### config.mk
export PLATFORM = sky130hd
export DESIGN_NAME = event_scheduler_flat
export DESIGN_NICKNAME = d
export VERILOG_FILES = /design/src/rtl/event_scheduler_if.sv /design/src/rtl/event_scheduler.sv /design/src/flat_wrapper.sv
export SDC_FILE = /design/constraint.sdc
export NUM_CORES = 1
export LEC_CHECK = 0
export BUFFER_PORTS_ARGS = -buffer_cell sky130_fd_sc_hd__buf_2
export CORE_MARGIN = 1
export CORE_UTILIZATION = 54
export DETAILED_ROUTE_END_ITERATION = 10
export GPL_ROUTABILITY_DRIVEN = 0
export PLACE_DENSITY_LB_ADDON = 0.15
export SETUP_SLACK_MARGIN = 0.05
export SKIP_CTS_REPAIR_TIMING = 1
export SLEW_MARGIN = 10
export SYNTH_ARGS = -nofsm -noshare
export SYNTH_HDL_FRONTEND = slang
export SYNTH_SLANG_ARGS = --single-unit
### constraint.sdc
create_clock -name clk -period 16 [get_ports clk]
set_input_delay 4 -clock clk [delete_from_list [all_inputs] [get_ports clk]]
set_output_delay 4 -clock clk [all_outputs]
set_load 0.01 [all_outputs]
### src/rtl/event_scheduler_if.sv
// Evaluator-side request channel of the event scheduler.
// Carries the FIFO head (values, pacing mask, timestamp) under a
// valid/ready handshake.
//   ev_valid  : head entry available (scheduler -> evaluator)
//   ev_ready  : evaluator accepts head (evaluator -> scheduler)
//   ev_data   : head values, stream i at [i*DW +: DW]
//   ev_pacing : {deadline1, deadline0, input-new[N_IN-1:0]}
//   ev_ts     : head timestamp
interface event_scheduler_if #(
    parameter int N_IN = 2,
    parameter int DW   = 64,
    parameter int TS_W = 32
);
    logic                 ev_valid;
    logic                 ev_ready;
    logic [N_IN*DW-1:0]   ev_data;
    logic [N_IN+1:0]      ev_pacing;
    logic [TS_W-1:0]      ev_ts;

    modport master (
        output ev_valid, ev_data, ev_pacing, ev_ts,
        input  ev_ready
    );

    modport slave (
        input  ev_valid, ev_data, ev_pacing, ev_ts,
        output ev_ready
    );
endinterface

### src/rtl/event_scheduler.sv
// Front-end scheduler for the stream monitor. Merges sporadic input
// events with two periodic deadlines into timestamped evaluation
// requests, buffered in a first-word-fall-through FIFO.
//   clk          : clock, rising edge
//   rst          : asynchronous active-low reset
//   en           : global enable; freezes counters, push and pop when 0
//   in_data      : input values, stream i at [i*DW +: DW]
//   in_new       : per-stream new-value strobe
//   ev           : evaluator handshake (master side)
//   q_push       : push attempted this cycle
//   q_push_valid : push accepted
//   q_pop        : handshake completed
//   q_pop_valid  : FIFO non-empty
//   level        : occupancy
//   overflow     : sticky, an entry was dropped
module event_scheduler #(
    parameter int N_IN      = 2,
    parameter int DW        = 64,
    parameter int TS_W      = 32,
    parameter int DEPTH     = 4,
    parameter int P0_PERIOD = 1000,
    parameter int P1_PERIOD = 2000
) (
    input  logic                      clk,
    input  logic                      rst,
    input  logic                      en,
    input  logic [N_IN*DW-1:0]        in_data,
    input  logic [N_IN-1:0]           in_new,
    event_scheduler_if.master         ev,
    output logic                      q_push,
    output logic                      q_push_valid,
    output logic                      q_pop,
    output logic                      q_pop_valid,
    output logic [$clog2(DEPTH):0]    level,
    output logic                      overflow
);
    localparam int AW  = $clog2(DEPTH);
    localparam int C0W = $clog2(P0_PERIOD);
    localparam int C1W = $clog2(P1_PERIOD);
    localparam int PW  = N_IN + 2;

    logic [TS_W-1:0]    ts_q,   ts_d;
    logic [C0W-1:0]     c0_q,   c0_d;
    logic [C1W-1:0]     c1_q,   c1_d;
    logic [AW:0]        wptr_q, wptr_d;
    logic [AW:0]        rptr_q, rptr_d;
    logic               ovf_q,  ovf_d;

    logic [N_IN*DW-1:0] mem_data   [DEPTH];
    logic [PW-1:0]      mem_pacing [DEPTH];
    logic [TS_W-1:0]    mem_ts     [DEPTH];

    logic               dl0, dl1;
    logic [PW-1:0]      pacing_w;
    logic [N_IN*DW-1:0] data_w;
    logic               empty, full, pop_w, push_ok;

    assign dl0      = (c0_q == C0W'(P0_PERIOD - 1));
    assign dl1      = (c1_q == C1W'(P1_PERIOD - 1));
    assign pacing_w = {dl1, dl0, in_new};

    always_comb begin
        data_w = '0;
        for (int unsigned i = 0; i < N_IN; i++) begin
            if (in_new[i]) data_w[i*DW +: DW] = in_data[i*DW +: DW];
        end
    end

    assign empty = (wptr_q == rptr_q);
    assign full  = (wptr_q[AW-1:0] == rptr_q[AW-1:0]) && (wptr_q[AW] != rptr_q[AW]);

    // Combinational strobes are gated by rst so every output reads 0
    // while reset is held, not only after the registers clear.
    assign q_push       = rst & en & (|pacing_w);
    assign pop_w        = rst & en & ~empty & ev.ev_ready;
    assign push_ok      = q_push & (~full | pop_w);
    assign q_push_valid = push_ok;
    assign q_pop        = pop_w;
    assign q_pop_valid  = ~empty;
    assign level        = wptr_q - rptr_q;
    assign overflow     = ovf_q;

    assign ev.ev_valid  = ~empty;
    assign ev.ev_data   = empty ? '0 : mem_data[rptr_q[AW-1:0]];
    assign ev.ev_pacing = empty ? '0 : mem_pacing[rptr_q[AW-1:0]];
    assign ev.ev_ts     = empty ? '0 : mem_ts[rptr_q[AW-1:0]];

    always_comb begin
        ts_d   = ts_q;
        c0_d   = c0_q;
        c1_d   = c1_q;
        wptr_d = wptr_q;
        rptr_d = rptr_q;
        ovf_d  = ovf_q;
        if (en) begin
            ts_d = ts_q + TS_W'(1);
            c0_d = dl0 ? '0 : c0_q + C0W'(1);
            c1_d = dl1 ? '0 : c1_q + C1W'(1);
        end
        if (push_ok)           wptr_d = wptr_q + (AW+1)'(1);
        if (pop_w)             rptr_d = rptr_q + (AW+1)'(1);
        if (q_push && !push_ok) ovf_d = 1'b1;
    end

    always_ff @(posedge clk or negedge rst) begin
        if (!rst) begin
            ts_q   <= '0;
            c0_q   <= '0;
            c1_q   <= '0;
            wptr_q <= '0;
            rptr_q <= '0;
            ovf_q  <= 1'b0;
        end else begin
            ts_q   <= ts_d;
            c0_q   <= c0_d;
            c1_q   <= c1_d;
            wptr_q <= wptr_d;
            rptr_q <= rptr_d;
            ovf_q  <= ovf_d;
        end
    end

    // Storage needs no reset: reads are masked while the FIFO is empty.
    always_ff @(posedge clk) begin
        if (push_ok) begin
            mem_data[wptr_q[AW-1:0]]   <= data_w;
            mem_pacing[wptr_q[AW-1:0]] <= pacing_w;
            mem_ts[wptr_q[AW-1:0]]     <= ts_q;
        end
    end
endmodule

### src/flat_wrapper.sv
// flat-port wrapper written by rule: the top's interface ports become plain ports
module event_scheduler_flat 
#(
    parameter int N_IN      = 2,
    parameter int DW        = 64,
    parameter int TS_W      = 32,
    parameter int DEPTH     = 4,
    parameter int P0_PERIOD = 1000,
    parameter int P1_PERIOD = 2000
)
  (clk, rst, en, in_data, in_new, q_push, q_push_valid, q_pop, q_pop_valid, level, overflow, ev_ev_valid, ev_ev_data, ev_ev_pacing, ev_ev_ts, ev_ev_ready);
  event_scheduler_if #(.N_IN(N_IN), .DW(DW), .TS_W(TS_W)) ev_i ();
  input  logic clk;
  input  logic rst;
  input  logic en;
  input  logic [N_IN*DW-1:0] in_data;
  input  logic [N_IN-1:0] in_new;
  output logic q_push;
  output logic q_push_valid;
  output logic q_pop;
  output logic q_pop_valid;
  output logic [$clog2(DEPTH):0] level;
  output logic overflow;
  output wire logic [$bits(ev_i.ev_valid)-1:0] ev_ev_valid;
  output wire logic [$bits(ev_i.ev_data)-1:0] ev_ev_data;
  output wire logic [$bits(ev_i.ev_pacing)-1:0] ev_ev_pacing;
  output wire logic [$bits(ev_i.ev_ts)-1:0] ev_ev_ts;
  input wire logic [$bits(ev_i.ev_ready)-1:0] ev_ev_ready;
  assign ev_ev_valid = ev_i.ev_valid;
  assign ev_ev_data = ev_i.ev_data;
  assign ev_ev_pacing = ev_i.ev_pacing;
  assign ev_ev_ts = ev_i.ev_ts;
  assign ev_i.ev_ready = ev_ev_ready;
  event_scheduler #(.N_IN(N_IN), .DW(DW), .TS_W(TS_W), .DEPTH(DEPTH), .P0_PERIOD(P0_PERIOD), .P1_PERIOD(P1_PERIOD)) u_core (.clk(clk), .rst(rst), .en(en), .in_data(in_data), .in_new(in_new), .ev(ev_i), .q_push(q_push), .q_push_valid(q_push_valid), .q_pop(q_pop), .q_pop_valid(q_pop_valid), .level(level), .overflow(overflow));
endmodule
==> results.toml <==
[setup_path]
worstSetupPathType = "input port to primary output"
end_kind = "primary output"
reg2reg_from = "u_core.rptr_q[0]"
crit_start = "rst"
critPathLaunchType = "input port"
worst_ep_required_time_ps = 12000
path_max_fanout = 63
critical_path_arrival_ps = 5550

[yosys]
synth_top_area_share_pct = 68.9
synth_common_cells = "656 x edfxtp_1, 294 x and2_1, 164 x mux4_2"
postSynthCellCount = 1458
seq_area_frac_synth_pct = 74.2
yosysUniqueCellTypes = 47
syn-num-nets = 1603
synth-seq-cells = 716
yosysTopAreaCell = "edfxtp_1"
synth_most_common_cell = "edfxtp_1"
syn_area_sq_mm = 0.0286
synth_ff_type = "edfxtp_1"
ys_warn_count = 0
syn_avg_cell_area_sq_um = 19.6
synth_edf_count = 656
ys_async_sr_fraction_pct = 8.38
yosys-top-cells-area = "edfxtp_1 69%, mux4_2 13%, and2_1 6.4%"

[timing]
period_share_pct = 59.7
fmax_ghz = 0.105
fin_skew_ps = 17.7
relSlewSlack_pct = 25.2
tightest_slew_ps = 1110
drv_slew = 0
final.setup.tns_ps = 0
grt_setup_unrepaired = "false"
period_minus_slack_ps = 9550
finalHoldViolations = 0
timing.hold.ws_ps = 473
setup_violations = 0

[drt]
drtPass1Iterations = 5
drc = 0
vias_per_cell = 5.65
ant_nets = 0
totalWireLength_mm = 57.2
vias = 14200
wl_per_cell_microns = 22.7
drt_first_iter_violations = 961

[status]
outcome = "completed"

[cells_and_area]
syn_to_final_growth_pct = 16.0
multi_input_area_sq_mm = 0.00697
utilization_pct = 64.0
design_area_sq_mm = 0.0332
fillers = 3590
final_nets = 1924
drive_gt1_share_pct = 32.7
final-seq-area_sq_mm = 0.0212
layoutNonFillerInstCount = 2518

[hold_path]
hp-class = "register to register"
worstHoldStart = "u_core.overflow"

[job]
max_cap_violations = 0

[grt]
grt_max_degree = 130
grt_overflow = 0
grt_pass1_wl_mm = 87.1
first_global_vias = 15000
antenna_found_initial = 7
grt_usage_pct = 21.7

[placement]
dpl-instance-area_sq_mm = 0.0308
dpl.hpwl_mm = 32.3
dp_cells = 2384
port_buffers = 306

[floorplan]
num_rows = 83
core_sq_mm = 0.0518
start_util_pct = 55.1
die_height_microns = 232
io_pins = 307
die_w_microns = 232
die_area_sq_mm = 0.0538

[power]
cellLeakagePower_nw = 11.8
irDropWorstVdd_uv = 264
p_per_area_mw_per_mm2 = 176

[clocking]
clk_pin_slew_ps = 60
cts_tree = "yes"
cts_num_sinks = 716
root_buffer = "clkbuf_16"
htree_levels = 3
cts_buffers = 73
cts_max_path_buffers = 3
clk_latency_ps = 600
[flip-flops by register name (all words and copies together) (netlist names)]
name               flops
u_core.c0_q           10
u_core.c1_q           11
u_core.mem_data      512
u_core.mem_pacing     16
u_core.mem_ts        128
u_core.overflow        1
u_core.rptr_q          3
u_core.ts_q           32
u_core.wptr_q          3
[path summary, 6_finish.rpt]
| path | end | slack (ps) | depth (start not counted) |
|---|---|---|---|
| min in group asynchronous | u_core.overflow | 3590 | 2 |
| setup reg to reg | u_core.mem_data[2][76] | 12230 | 6 |
| hold reg to reg | u_core.overflow | 470 | 1 |
| hold / removal | u_core.overflow | 470 | 1 |
| max in group asynchronous | u_core.rptr_q[1] | 11800 | 2 |
| setup / recovery | q_pop | 6450 | 5 |
[through the flow]
step                      total power [W]  worst slack [ps]
after floorplan                   0.00357              2200
after global placement            0.00427              6480
after detailed placement          0.00427              6390
after CTS                         0.00594              6390
after global routing              0.00613              6180
final                             0.00585              6450
[worst max-delay path: stages]
cell and delay (ps):
buf_2 80, buf_4 620, nand3_1 200, a31oi_1 420
buf_2 220
[power breakdown]
part           internal [W]  switching [W]  total, W  leakage [nW]
registers           0.00223       0.000122   0.00235          6.93
logic              0.000851       0.000983   0.00183          3.69
clock network      0.000999       0.000663   0.00166          1.15
total               0.00408        0.00177   0.00585          11.8
[cells in the final DEF, fill, tap and decap left out, drive strengths merged, types with 4 or more instances in the layout]
master,n
edfxtp,656
buf,322
and2,297
mux4,164
clkbuf,96
dfrtp,60
xnor2,43
clkinv,27
nand2,23
nand3,20
nand4,20
nor2,16
inv,13
and3,10
ha,10
o21ai,7
nor3,6
xor2,6
bufinv,6
nor4,5
a31oi,4
[metal layers]
metal  global-route usage [%]  share of wire, %
met1                     29.8                42
met5                        0             0.070
met3                     4.70               5.8
met2                     35.3                50
met4                     6.09               1.9
[final cells by class]
class | count | share of cell area (%)
well taps | 680 | 2.57
repair buffers | 322 | 5.13
diodes | 3 | 0.0226
clock buffers | 96 | 6.22
multi-input cells | 654 | 21.0
clock inverters | 35 | 0.921
flip-flops and latches | 716 | 64.0
inverters | 12 | 0.136
[cells by family after synthesis]
family | share of synthesized area, %
flops | 74.2
xor+xnor | 1.53
simple gates | 8.72
mux | 13.1
compound gates | 0.451
fa+ha+maj | 0.508
buf+inv | 1.49
(Power assumes the default switching activity.)
